`config.mk`:
```
export PLATFORM = sky130hd
export DESIGN_NAME = conv8_32
export DESIGN_NICKNAME = d
export VERILOG_FILES = /design/src/rtl/link_pkg.sv /design/src/rtl/conv8_32.sv
export SDC_FILE = /design/constraint.sdc
export NUM_CORES = 1
export LEC_CHECK = 0
export BUFFER_PORTS_ARGS = -buffer_cell sky130_fd_sc_hd__buf_4
export CORE_ASPECT_RATIO = 0.75
export CORE_MARGIN = 2
export CORE_UTILIZATION = 45
export DETAILED_ROUTE_END_ITERATION = 12
export PLACE_DENSITY = 0.72
export REMOVE_ABC_BUFFERS = 1
export SYNTH_ARGS = -nofsm -noshare
export SYNTH_HDL_FRONTEND = slang
export SYNTH_SLANG_ARGS = --single-unit
```
`constraint.sdc`:
```
create_clock -name clk_4f -period 1.87 [get_ports clk_4f]
set_clock_uncertainty 0.2 [all_clocks]
set_input_delay 0.374 -clock clk_4f [delete_from_list [all_inputs] [get_ports clk_4f]]
set_output_delay 0.374 -clock clk_4f [all_outputs]
set_load 0.02 [all_outputs]
```
`src/rtl/link_pkg.sv`:
```
// ---------------------------------------------------------------------------
// link_pkg
// Shared definitions for both ends of the byte link: the 32->8 serializer and
// the 8->32 deserializer (conv8_32). Both ends take the byte width, the number
// of bytes per word and the byte-index type from here, so they always agree on
// how a word is split into bytes and in which order the bytes travel.
//
// Contents:
//   BYTE_W          width of one byte on the lane
//   BYTES_PER_WORD  number of bytes making up one word
//   WORD_W          derived word width
//   byte_idx_t      index of a byte within a word (0 = most significant byte)
//   word_byte()     pick byte k of a word, MSB-first
// ---------------------------------------------------------------------------
package link_pkg;

    localparam int BYTE_W         = 8;
    localparam int BYTES_PER_WORD = 4;
    localparam int WORD_W         = BYTE_W * BYTES_PER_WORD;

    typedef logic [1:0] byte_idx_t;

    // Byte 0 is the first byte on the lane and sits in the top bits of the
    // word, so byte k occupies bits [WORD_W-1-k*BYTE_W -: BYTE_W].
    function automatic logic [BYTE_W-1:0] word_byte(input logic [WORD_W-1:0] word,
                                                    input byte_idx_t         idx);
        return word[WORD_W-1-int'(idx)*BYTE_W -: BYTE_W];
    endfunction

endpackage

```
`src/rtl/conv8_32.sv`:
```
// ---------------------------------------------------------------------------
// conv8_32
// Byte-to-word deserializer for the receive side of the byte link. Collects
// NUM consecutive valid bytes (first byte = most significant), then presents
// the assembled word with a one-cycle valid pulse. A byte run that stops
// before the word is complete is thrown away and flagged with a one-cycle err.
//
// Ports:
//   clk_4f    in   byte-rate clock, everything on its rising edge
//   reset     in   synchronous, active-high reset
//   in        in   byte valid
//   in_data   in   byte lane (IN_W bits)
//   out       out  word valid, one-cycle pulse
//   out_data  out  last completed word (OUT_W bits), held between pulses
//   err       out  one-cycle pulse when a partial word is aborted
//   busy      out  high while a word is partially assembled
// ---------------------------------------------------------------------------
module conv8_32
    import link_pkg::*;
#(
    parameter int IN_W = BYTE_W,
    parameter int NUM  = BYTES_PER_WORD
)(
    input  logic                 clk_4f,
    input  logic                 reset,
    input  logic                 in,
    input  logic [IN_W-1:0]      in_data,
    output logic                 out,
    output logic [IN_W*NUM-1:0]  out_data,
    output logic                 err,
    output logic                 busy
);

    localparam int OUT_W = IN_W * NUM;
    localparam int SR_W  = OUT_W - IN_W;
    localparam int CNT_W = (NUM > 1) ? $clog2(NUM) : 1;

    localparam logic [CNT_W-1:0] CNT_LAST = CNT_W'(NUM - 1);
    localparam logic [CNT_W-1:0] CNT_ONE  = CNT_W'(1);

    logic [CNT_W-1:0] cnt;
    logic [SR_W-1:0]  sr;

    // Byte assembly. cnt counts bytes already held in sr. The final byte of a
    // word is never stored in sr: it is concatenated straight into out_data,
    // so the word appears the cycle after its last byte and cnt can wrap to 0
    // in the same edge, allowing back-to-back words with no idle cycle.
    // Dropping valid mid-word discards the partial bytes (cnt back to 0) and
    // raises err for one cycle; sr is left as is because the next word shifts
    // its contents out completely before they are used. Reset mid-word is a
    // silent drop, so it takes priority over the abort path.
    always_ff @(posedge clk_4f) begin
        if (reset) begin
            cnt      <= '0;
            sr       <= '0;
            out_data <= '0;
            out      <= 1'b0;
            err      <= 1'b0;
        end else begin
            out <= 1'b0;
            err <= 1'b0;
            if (in) begin
                if (cnt == CNT_LAST) begin
                    out_data <= {sr, in_data};
                    out      <= 1'b1;
                    cnt      <= '0;
                end else begin
                    sr  <= SR_W'({sr, in_data});
                    cnt <= cnt + CNT_ONE;
                end
            end else if (cnt != '0) begin
                err <= 1'b1;
                cnt <= '0;
            end
        end
    end

    // busy comes straight from the registered count, so it has no path from
    // the inputs.
    always_comb begin
        busy = (cnt != '0);
    end

endmodule
```
After elaboration in Yosys (flattened, before gate mapping):

Cells that the tools add are included.

* eq/ne operators: 1
* order comparisons: 0
* shifts and indexed selects: 0
* reductions and logical operators: 6
* bitwise logic cells: 2
* divide/modulo/power cells: 0
* multiply operators: 0
* muxes and demuxes: 5
* add/subtract/negate cells: 1

Operators with widths (number)
* $mux 2: 3
* $reduce_and 2->1: 2
* $reduce_bool 2->1: 2
* $reduce_or 2->1: 2
* $add 2x1->2 const B: 1
* $eq 2x2->1 const B: 1
* $mux 1: 2
* $not 1->1: 2

* bits in latches: 0
* register bits after elaboration: 60
* memories kept: 0
* bits in read-only memories: 0
* RAM bits: 0

Depth between registers and ports, before layout:

* word-level depth: 3
* mapped depth: 5
* gate-level depth less buffers: 4

Worst setup path before layout:

No wires, ideal clock.

* path type: reg-to-reg
* start point: register cnt[0]
* end point: register out_data[10]
* period minus slack after synthesis: 1.466 ns
* cell stages (with the launch flop): 6
* setup slack: 0.404 ns
* arrival: 1.194 ns
* path through: dfxtp_1 -> ha_1 -> and2_4 -> buf_8 -> buf_12 -> mux2i_1

* longest elaborated chain between the ends: 2

RTL lines
* start: declaration: line conv8_32.sv:41 `logic [CNT_W-1:0] cnt;`
* start signal: assignment: line conv8_32.sv:69 `cnt <= cnt + CNT_ONE;`
* $eq 2x2->1: line conv8_32.sv:63 `if (cnt == CNT_LAST) begin`
* $reduce_and 2->1 (no source line)
* end signal: assignment: line conv8_32.sv:64 `out_data <= {sr, in_data};`
* end: declaration: line conv8_32.sv:29 `output logic [IN_W*NUM-1:0] out_data,`

Every way passes these cells.
A chain may end at the register's enable or synchronous reset.

Worst setup path in the final report:

* start point: register cnt[0]
* end point: output port busy

* longest elaborated chain between the ends: 1

RTL lines
* $reduce_bool 2->1: line conv8_32.sv:81 `busy = (cnt != '0);`
* end: declaration: line conv8_32.sv:31 `output logic busy`

Every way passes these cells.

==> impl_metrics.yaml <==
detailed_routing:
  via_count: 1536
  ant_nets: 0
  drtIter0Drc: 56
  drcViolationCount: 0
  wl_per_cell_microns: 12.1
  routed_wl_mm: 4.05
  vias_per_cell: 4.59
  dr.pass1.iters: 4
die:
  start_util_pct: 47.9
  fp.dieArea_sq_mm: 0.00593
  ios: 46
  core_sq_mm: 0.00501
  die_w_microns: 88.3
  fp-row-count: 22
  die_h_microns: 67.2
pwr:
  p_leak_nw: 1.36
  ir_worst_vdd_mv: 0.622
  power.net_switching_uw: 538
  seq_power_share_pct: 51.6
  p_comb_share_pct: 6.5
  swShare_pct: 21.1
  powerDensity_mw_per_mm2: 861
  internal_power_mw: 2.01
  pwr-share-clk_pct: 41.9
worst_hold_path:
  min_from: "in"
  min_to: "err$_SDFF_PP0_"
  hold_path.class: "primary input to register"
  holdPathStages: 2
setup_path:
  worstSetupStartpointType: "register"
  rr_startpoint: "cnt[0]$_SDFFE_PP0P_"
  critPathKind: "register to primary output"
  r2r_slack_ns: 0.30
  rr_worst_depth: 4
  crit_path_max_fanout: 4
  r2r_end: "sr[23]$_SDFFE_PP0P_"
  critPathRequiredTime_ns: 1.30
  worst_setup_path_end_kind: "primary output"
  worstPathArrival_ns: 1.24
synthesis:
  post-synth-top-count-cell: "nand2b_1"
  synth-async-reset-ratio_pct: 0
  synth_area_per_cell_sq_um: 11.4
  synth_area_leaders: "dfxtp_1 50%, mux2i_1 23%, nand2b_1 17%"
  netlist_area_sq_mm: 0.00240
  ys.flop_type: "dfxtp_1"
  yosysTopAreaCell: "dfxtp_1"
  synth-edff-count: 0
  synth.distinct_cells: 19
  yosysTopAreaCellShare_pct: 50.1
  yosysWarnings: 0
  ys_ff_latch: 60
  yosysSeqAreaShare_pct: 50.1
  netlist_instances: 211
  yosys-top-cells-count: "66 x nand2b_1, 60 x dfxtp_1, 56 x mux2i_1"
clocking:
  cts_root_buffer: "clkbuf_8"
  clk_latency_ns: 0.33
  post-cts-setup-buffers: 0
  tritoncts: "built"
  clock_sinks: 60
  numCtsBuffers: 9
  htreeDepth: 3
  clkSlewWorstSetupHoldPaths_ns: 0.06
  cts.path.max_buffers: 2
  holdBufCountCts: 0
  cts_resized: 0
timing:
  setup_viol: 0
  relSlewSlack_pct: 76.6
  setup_slack_ns: 0.0608
  period_share_pct: 96.7
  worstMarginPinSlew_ns: 0.351
  tns_ns: 0
  final_hold_viol_count: 0
  rsz0062_at_grt: "no"
  hold_ws_ns: 0.0990
  max_freq_ghz: 0.553
  finalMaxSlewViolations: 0
  period_needed_ns: 1.81
cells_and_area:
  n_antenna_cell: 0
  area_growth_pct: 23.3
  nNetsFinal: 272
  drive_gt1_share_pct: 25.9
flow_run:
  max-cap-violations: 0
place:
  io_buffers: 45
  dp_slack_ns: 0.311
  gp_congestion: 0.681
  dp_hpwl_mm: 2.70
grt:
  grt_pass1_vias: 1517
  grt-ovfl-total: 0
  grt_pass1_wl_mm: 6.93
  antenna_found_initial: 0
  grt_usage_pct: 15.7
  grt_start_max_net_pins: 33
outcome:
  run_status: "completed"
## metal layers
metal	vias to the layer above	track usage, %	share of wire, %
met4	0	5.68	0.62
li1	787	-	-
met1	704	19.3	49
met2	41	23.6	44
met5	-	0	0
met3	4	8.07	6.6
## cells in the final DEF (no fill, tap or decap)
cell,n
buf_4,50
clkbuf_8,13
clkinv_2,1
and2_4,1
nor2b_4,1
dfxtp_1,60
buf_12,1
nand2_4,1
a21oi_1,2
nor2_1,1
nand2_1,1
mux2i_1,56
ha_1,2
clkbuf_1,1
nand3b_1,2
nor3_1,1
nand2b_1,66
inv_1,3
## logic make-up (layout without fill, tap and decap cells)
group,after synthesis,count (layout),share of synthesized area (%)
compound gates,2,2,0.418
fa+ha+maj,2,2,1.04
buf+inv,17,69,5.27
flops,60,60,50.1
mux,56,56,23.4
simple gates,74,74,19.8
## final cells by class
| type | instances | area [sq um] |
|---|---|---|
| multi-input cells | 134 | 1070 |
| inverters | 3 | 11.3 |
| clock inverters | 1 | 5.00 |
| repair buffers | 51 | 395 |
| flip-flops and latches | 60 | 1200 |
| clock buffers | 14 | 183 |
| fillers | 452 | 2050 |
| well taps | 72 | 90.1 |
## worst max path at each step
| stage | start | end | slack (ns) |
|---|---|---|---|
| after global placement | cnt[0]$_SDFFE_PP0P_ | sr[8]$_SDFFE_PP0P_ | 0.36 |
| after CTS | cnt[0]$_SDFFE_PP0P_ | busy | 0.06 |
| after floorplan | cnt[0]$_SDFFE_PP0P_ | sr[10]$_SDFFE_PP0P_ | 0.35 |
| final | cnt[0]$_SDFFE_PP0P_ | busy | 0.06 |
| after global routing | cnt[0]$_SDFFE_PP0P_ | busy | 0.002 |
| after detailed placement | cnt[0]$_SDFFE_PP0P_ | sr[23]$_SDFFE_PP0P_ | 0.31 |
## worst max-delay path, stage by stage (launching register included)
cell and delay [ns]:
dfxtp_1 0.37, inv_1 0.07, ha_1 0.26, inv_1 0.08, buf_4 0.13
## sequential cells by signal, indices dropped and copies added (netlist names)
name      count
sr           24
cnt           2
out           1
err           1
out_data     32
## power groups by stage
| stage | sequential (mW) | combinational, mW | clock (mW) |
|---|---|---|---|
| 4_1_cts | 1.31 | 0.167 | 1.10 |
| 3_5_place_dp | 1.34 | 0.165 | 0 |
| 5_1_grt | 1.31 | 0.180 | 1.18 |
| 2_1_floorplan | 1.34 | 0.0916 | 0 |
| 3_3_place_gp | 1.34 | 0.163 | 0 |
| 6_report | 1.31 | 0.165 | 1.07 |
## per-stage QoR
stage / std cells / power (mW) / area (sq um) / util [%]
2_1_floorplan: 197 / 1.43 / 2280 / -
3_3_place_gp: 320 / 1.50 / 2770 / 55.2
3_5_place_dp: 320 / 1.51 / 2770 / 55.2
4_1_cts: 335 / 2.58 / 2960 / 59.0
5_1_grt: 335 / 2.67 / 2960 / 59.0
6_report: 335 / 2.54 / 2960 / 59.0
Note: power is estimated with default switching activity, not from simulation.
